File: src/rtl/reaction_pkg.sv
// Shared definitions for the reaction-time controller.
// Contents:
//   state_t          - controller states, IDLE through LATE
//   LFSR_TAPS        - feedback mask for the 16-bit hold-off LFSR
//   DEF_*            - default parameter values for reaction_ctrl
package reaction_pkg;

   typedef enum logic [2:0] {
      IDLE      = 3'd0,
      WAIT_RAND = 3'd1,
      TIMING    = 3'd2,
      DONE      = 3'd3,
      EARLY     = 3'd4,
      LATE      = 3'd5
   } state_t;

   // Taps 16,14,13,11 expressed as bit positions 15,13,12,10.
   localparam logic [15:0] LFSR_TAPS = 16'hB400;

   localparam int          DEF_MIN_DELAY_MS = 1000;
   localparam int          DEF_RAND_BITS    = 11;
   localparam logic [15:0] DEF_LFSR_SEED    = 16'hACE1;

endpackage

File: src/rtl/reaction_ctrl_lfsr16.sv
// 16-bit Fibonacci LFSR, free-running on every clock edge.
// Ports:
//   clk - system clock
//   rst - asynchronous active-high reset, loads SEED
//   q   - current LFSR state
// A nonzero SEED keeps the register out of the all-zero lock-up state.
module lfsr16
   import reaction_pkg::*;
#(
   parameter logic [15:0] SEED = DEF_LFSR_SEED
) (
   input  logic        clk,
   input  logic        rst,
   output logic [15:0] q
);

   logic [15:0] q_q;
   logic [15:0] q_d;

   always_comb begin
      q_d = {q_q[14:0], ^(q_q & LFSR_TAPS)};
   end

   always_ff @(posedge clk or posedge rst) begin
      if (rst) begin
         q_q <= SEED;
      end else begin
         q_q <= q_d;
      end
   end

   assign q = q_q;

endmodule

File: src/rtl/reaction_ctrl.sv
// Reaction-tester sequencer: random hold-off, go LED, timed response.
// Ports:
//   clk, rst   - clock and asynchronous active-high reset
//   tick_1ms   - one-cycle pulse per millisecond
//   start      - begin a trial (honoured in IDLE/DONE/EARLY/LATE)
//   stop       - user response (honoured in WAIT_RAND and TIMING)
//   time_late  - counter stage has reached its limit (TIMING only)
//   time_clr   - one-cycle registered clear to the counter, cycle after start
//   time_en    - counter enable, the ms tick gated to TIMING without stop
//   led_go     - stimulus LED, high in TIMING
//   early      - false start, held in EARLY
//   late       - timeout, held in LATE
//   done       - valid reaction time held in the counter, high in DONE
module reaction_ctrl
   import reaction_pkg::*;
#(
   parameter int          MIN_DELAY_MS = DEF_MIN_DELAY_MS,
   parameter int          RAND_BITS    = DEF_RAND_BITS,
   parameter logic [15:0] LFSR_SEED    = DEF_LFSR_SEED
) (
   input  logic clk,
   input  logic rst,
   input  logic tick_1ms,
   input  logic start,
   input  logic stop,
   input  logic time_late,
   output logic time_clr,
   output logic time_en,
   output logic led_go,
   output logic early,
   output logic late,
   output logic done
);

   // Wide enough for the largest load, MIN_DELAY_MS + 2^RAND_BITS - 1.
   localparam int DW = $clog2(MIN_DELAY_MS + (1 << RAND_BITS));
   // All-zero mask when RAND_BITS is 0, so the hold-off is exactly MIN_DELAY_MS.
   localparam logic [15:0] RAND_MASK = 16'((1 << RAND_BITS) - 1);
   localparam logic [DW-1:0] CNT_ONE = DW'(1);

   state_t        state_q, state_d;
   logic [DW-1:0] cnt_q, cnt_d;
   logic          time_clr_q, time_clr_d;
   logic [15:0]   lfsr_q;
   logic [DW-1:0] load_val;

   lfsr16 #(.SEED(LFSR_SEED)) u_lfsr (
      .clk (clk),
      .rst (rst),
      .q   (lfsr_q)
   );

   assign load_val = DW'(MIN_DELAY_MS + 32'(lfsr_q & RAND_MASK));

   always_comb begin
      state_d    = state_q;
      cnt_d      = cnt_q;
      time_clr_d = 1'b0;
      case (state_q)
         IDLE, DONE, EARLY, LATE: begin
            if (start) begin
               state_d    = WAIT_RAND;
               cnt_d      = load_val;
               time_clr_d = 1'b1;
            end
         end
         WAIT_RAND: begin
            // A response during the hold-off is a false start, even on the
            // tick that would have ended the hold-off.
            if (stop) begin
               state_d = EARLY;
            end else if (tick_1ms) begin
               cnt_d = cnt_q - CNT_ONE;
               if (cnt_q == CNT_ONE) begin
                  state_d = TIMING;
               end
            end
         end
         TIMING: begin
            if (stop) begin
               state_d = DONE;
            end else if (time_late) begin
               state_d = LATE;
            end
         end
         default: begin
            state_d = IDLE;
         end
      endcase
   end

   always_ff @(posedge clk or posedge rst) begin
      if (rst) begin
         state_q    <= IDLE;
         cnt_q      <= '0;
         time_clr_q <= 1'b0;
      end else begin
         state_q    <= state_d;
         cnt_q      <= cnt_d;
         time_clr_q <= time_clr_d;
      end
   end

   // Combinational gate so the stop cycle never adds a count.
   assign time_en  = (state_q == TIMING) & tick_1ms & ~stop;
   assign time_clr = time_clr_q;
   assign led_go   = (state_q == TIMING);
   assign done     = (state_q == DONE);
   assign early    = (state_q == EARLY);
   assign late     = (state_q == LATE);

endmodule

File: config.mk
export PLATFORM = sky130hd
export DESIGN_NAME = reaction_ctrl
export DESIGN_NICKNAME = d
export VERILOG_FILES = /design/src/rtl/reaction_pkg.sv /design/src/rtl/reaction_ctrl_lfsr16.sv /design/src/rtl/reaction_ctrl.sv
export SDC_FILE = /design/constraint.sdc
export NUM_CORES = 1
export LEC_CHECK = 0
export BUFFER_PORTS_ARGS = -buffer_cell sky130_fd_sc_hd__buf_2
export CAP_MARGIN = 15
export CORE_MARGIN = 4
export CORE_UTILIZATION = 58
export DETAILED_ROUTE_END_ITERATION = 8
export PLACE_DENSITY = 0.77
export SLEW_MARGIN = 0
export SYNTH_ARGS = -nofsm -noshare
export SYNTH_HDL_FRONTEND = slang
export SYNTH_SLANG_ARGS = --single-unit
File: constraint.sdc
create_clock -name clk -period 2.03 [get_ports clk]
set_input_delay 0.5075 -clock clk [delete_from_list [all_inputs] [get_ports clk]]
set_output_delay 0.5075 -clock clk [all_outputs]
set_load 0.01 [all_outputs]
; Word level (Yosys, flattened, before mapping)
; Index checks and enable logic that the tools add are counted.
[op_classes]
mux = 13
n_addsub = 2
bitwise = 3
reduce_logical = 6
n_eq_ne = 12
[ops]
columns = operator, count
row1 = two-way mux 12 bit, 3
row2 = one-hot mux 12 bit (2 select lines), 1
row3 = two-way mux 3 bit, 6
row4 = XOR reduction 16 bit, 1
row5 = adder 10 x 11 -> 12 bit (first input constant), 1
row6 = == test 12 x 1 -> 1 bit (second input constant), 1
row7 = subtractor 12 x 1 -> 12 bit (second input constant), 1
row8 = != test 3 bit (second input constant), 3
row9 = one-hot mux 3 bit (3 select lines), 1
row10 = AND reduction 4 bit, 2
row11 = == test 3 x 2 -> 1 bit (second input constant), 2
row12 = == test 3 bit (second input constant), 2
row13 = != test 2 bit (second input constant), 3
row14 = OR reduction 4 bit, 1
row15 = == test 3 x 1 -> 1 bit (second input constant), 1
row16 = logical NOT 3 bit, 1
row17 = bitwise AND 1 bit, 2
row18 = two-way mux 1 bit, 2
row19 = nonzero test 2 bit, 1
row20 = NOT 1 bit, 1
[totals]
elab_cells = 40
register_bits = 32
in_bits = 6
output_inout_bits = 6

; Depth between registers and ports, before layout
[depth]
word_depth = 5
depth_mapped = 7
mapped_depth_nobuf = 7

; Cells and area by module
; A second synthesis with hierarchy kept.
[unflattened]
cells_unflattened = 185
hier_area_um2 = 1759.2
[modules_own_cells]
columns = mod, instances, cells_per_inst, seq_area_each_um2, area_each_um2
row1 = reaction_ctrl, 1, 150, 400.4, 1206.2
row2 = lfsr16, 1, 35, 410.4, 553.0

; Worst setup path after synthesis
; OpenSTA, ideal clock, no wires.
[synth_timing]
kind = reg-to-reg
start = register cnt_q[6]
end = register state_q[0]
setup_time_ns = 0.123
slack_ns = 0.284
t_arrival_ns = 1.623
stages_incl_launch_ff = 6
period_less_slack_ns = 1.746
required_time_ns = 1.907
path_cell_list = dfrtp_1 -> or3_4 -> or3_4 -> nor4b_4 -> o211ai_1 -> o221a_2
[synth_via]
elab_chain_len = 3
[synth_lines]
columns = item, line_no
row1 = start: declaration, reaction_ctrl.sv:42  ; logic [DW-1:0] cnt_q, cnt_d;
row2 = start signal: assignment, reaction_ctrl.sv:99  ; cnt_q <= cnt_d;
row3 = == test 12 x 1 -> 1 bit, reaction_ctrl.sv:74  ; if (cnt_q == CNT_ONE) begin
row4 = != test 3 bit (no source line), -
row5 = AND reduction 4 bit (no source line), -
row6 = end signal: assignment, reaction_ctrl.sv:98  ; state_q <= state_d;
row7 = end: declaration, reaction_ctrl.sv:41  ; state_t state_q, state_d;
; Every way passes these cells.
; A chain may end at the register's enable or synchronous reset.

; Worst setup path in the final report
[layout_timing]
start = register state_q[2]
end = output done
[layout_via]
elab_chain_len = 1
[layout_lines]
columns = item, line_no
row1 = == test 3 x 2 -> 1 bit, reaction_ctrl.sv:108  ; assign done = (state_q == DONE);
row2 = end: declaration, reaction_ctrl.sv:32  ; output logic done
; Every way passes these cells.

==> metrics.md <==
| Metric | Value |
|---|---|
| Status | `finished clean` |
| Fin. max-slew vios | `0` |
| Seq cells post-synth | `32` |
| Initial antenna violation count | `0` |
| Total CTS buffers | `5` |
| CP Class | `reg2out` |
| Crit path DAT | `1.45 ns` |
| WHS | `0.228 ns` |
| Setup TNS | `0 ns` |
| Startpoint Class | `flip-flop` |
| Final WS setup | `0.0769 ns` |
| GRT Residual Overflow | `0` |
| Area leader, netlist | `dfrtp_1` |
| Largest cells by area after synthesis | `dfrtp_1 37%, dfstp_2 13%, a21oi_1 5.6%, o21ai_0 3.4%, xnor2_1 2.7%` |
| R2R Setup Slk | `0.13 ns` |
| Final Util | `70.5%` |
| Final RePlAce weighted congestion | `0.936` |
| HP Class | `in2async` |
| Starting density of the core | `62.7%` |
| H-tree levels | `2` |
| Vias in the first global route | `1340` |
| Pleak | `0.772 nW` |
| Worst-Margin Slew | `0.545 ns` |
| Largest net degree at the start of global routing | `33` |
| Cell family with the largest share of critical-path delay | `flip-flops` |
| Period minus WS final | `1.95 ns` |
| Die width | `60.7 µm` |
| Area growth syn-to-layout | `12.4%` |
| Mean Syn Cell Area | `10.1 µm²` |
| Slew headroom | `63.6%` |
| Final setup viols | `0` |
| Ports | `12` |
| Site row count | `18` |
| Crit-path max FO | `7` |
| Die area | `0.00368 mm²` |
| Clock Path Buffers | `2` |
| Share of flip-flops with an asynchronous set or reset | `100%` |
| Netlist Area Pre-Place | `0.00161 mm²` |
| Worst-Skew Late Latency | `0.33 ns` |
| Global-route wire length before repair | `6060 µm` |
| Tcrit/Tclk final | `96.2%` |
| Clock slew at reported path FFs | `0.10 ns` |
| Area of the multi-input gates | `747 µm²` |
| CTS hold repair buffers | `0` |
| 1st-iter DRT viols | `118` |
| Core area | `0.00257 mm²` |
| Die Y | `60.7 µm` |
| Synth Instances | `160` |
| Most frequent cells after synthesis | `24 x dfrtp_1, 18 x a21oi_1, 11 x o21ai_0, 9 x nand2_1, 9 x nor2_1` |
| Worst-path cell chain | `nand2b_1 > buf_4 > nor2_1 > buf_2` |
| Synth unique cells | `41` |
| Synthesis Warnings | `0` |
| Via count | `1340` |
| # diodes | `0` |
| Crit path required time | `1.52 ns` |
| Via-to-Cell Ratio | `6.41` |
| Sequential element share of the synthesized area | `50.3%` |
| Post-synth EDFFs | `0` |
| Routed WL | `3520 µm` |
| # DRC | `0` |
| CTS tree | `yes` |
| Pre-CTS setup slack | `0.0267 ns` |
| WL/cell | `16.8 µm` |
| Area share of the largest cell type after synthesis | `37.3%` |
| FF/Latch Area | `812 µm²` |
| Main flop type after synthesis | `dfrtp_1` |
| Pwr/cell area | `1230 mW/mm²` |
| Final antenna-violating net count | `0` |
| Most frequent cell after synthesis | `dfrtp_1` |
| CP Capture Type | `output pin` |
| Clk_skew | `0.00945 ns` |
| Tot GR Track Use | `22.8%` |
| Final HPWL DP | `2470 µm` |
| Worst path max stage delay | `0.45 ns` |
| Mapped Nets | `169` |
| Final Hold Vio Count | `0` |
| Max_cap viols | `0` |
| Fin nets | `187` |
| Worst Path Buf+Inv | `2` |
| Clk sink count | `32` |
| I/O Buffers | `11` |
| Worst vdd ir | `0.000886 V` |
| Fmax | `512 MHz` |
| Fraction of layout cells with a size suffix above 1 | `25.1%` |
| Clock root buffer | `clkbuf_4` |
| Fillers | `203` |
| DRT Pass-1 Iters | `4` |
| Worst path slowest cell | `dfrtp_1` |
## power by group
group | leakage (nW) | switching (mW) | internal [mW] | total, mW
logic | 0.357 | 0.564 | 0.405 | 0.970
clock network | 0.0315 | 0.219 | 0.169 | 0.388
registers | 0.384 | 0.117 | 0.754 | 0.871
## final cells by class
cell class | count | share of cell area [%]
clock buffer | 7 | 3.04
clock inverter | 1 | 0.415
inverter | 8 | 1.66
multi-input combinational | 113 | 41.3
sequential | 32 | 44.9
tap | 30 | 2.07
timing repair buffer | 18 | 6.64
## cells by family (layout without fill, tap and decap cells)
family | count (synthesis) | after routing | synth area share, %
buf+inv | 15 | 34 | 3.96
xor+xnor | 8 | 8 | 4.35
flops | 32 | 32 | 50.3
fa+ha+maj | 3 | 3 | 2.33
simple gates | 51 | 51 | 19.5
compound gates | 51 | 51 | 19.5
## registers in the layout (all words and copies together) (netlist names)
name / cells
u_lfsr.q: 16
cnt_q: 12
state_q: 3
time_clr: 1
## stage by stage
stage / std cells / power [mW] / instance area, µm²
6_report: 209 / 2.23 / 1810
3_3_place_gp: 200 / 1.76 / 1730
3_5_place_dp: 200 / 1.82 / 1730
4_1_cts: 209 / 2.21 / 1800
5_1_grt: 209 / 2.40 / 1810
2_1_floorplan: 160 / 1.54 / 1610
## repair_timing
action,4_1_cts,5_1_grt
setup endpoints to repair,2,5
resized for setup,1,2
buffers inserted,1,0
hold endpoints to repair,0,0
## placed cells by master, fill, tap and decap left out, types with 2 or more instances in the layout
cell	instances
a211oi_1	2
a21oi_1	18
a31o_2	2
a32o_1	3
and3_1	2
buf_2	11
buf_4	6
clkbuf_4	5
dfrtp_1	23
dfstp_2	8
ha_1	3
inv_1	7
nand2_1	9
nand3_1	4
nor2_1	9
nor3_1	8
nor3b_1	4
o211ai_1	2
o21ai_0	11
o21ai_1	4
o22ai_1	2
or3_1	3
or3_4	3
xnor2_1	5
xor2_1	3
## path summary, 6_finish.rpt
path                                         from                     end  depth (start not counted)
max                        state_q[2]$_DFFE_PP0P_                    done                          4
min                                           rst   cnt_q[10]$_DFFE_PP0P_                          3
max reg2reg                  cnt_q[6]$_DFFE_PP0P_  state_q[0]$_DFFE_PP0P_                          5
min reg2reg                u_lfsr.q[14]$_DFF_PP0_  u_lfsr.q[15]$_DFF_PP1_                          0
max in group asynchronous                     rst   u_lfsr.q[6]$_DFF_PP1_                          3
min in group clk           u_lfsr.q[14]$_DFF_PP0_  u_lfsr.q[15]$_DFF_PP1_                          0
## worst min-delay path, cell delays in order
cell and delay [ns]:
buf_2 0.09, inv_1 0.04, buf_4 0.35
## per-layer routing
| layer | track usage, % | vias to the layer above | wire, µm |
|---|---|---|---|
| met5 | 0 | - | 0 |
| met4 | 13.3 | 0 | 104 |
| met3 | 5.74 | 15 | 207 |
| met2 | 36.2 | 49 | 1740 |
| met1 | 28.3 | 659 | 1460 |
| li1 | - | 617 | - |
(Power assumes the default switching activity.)
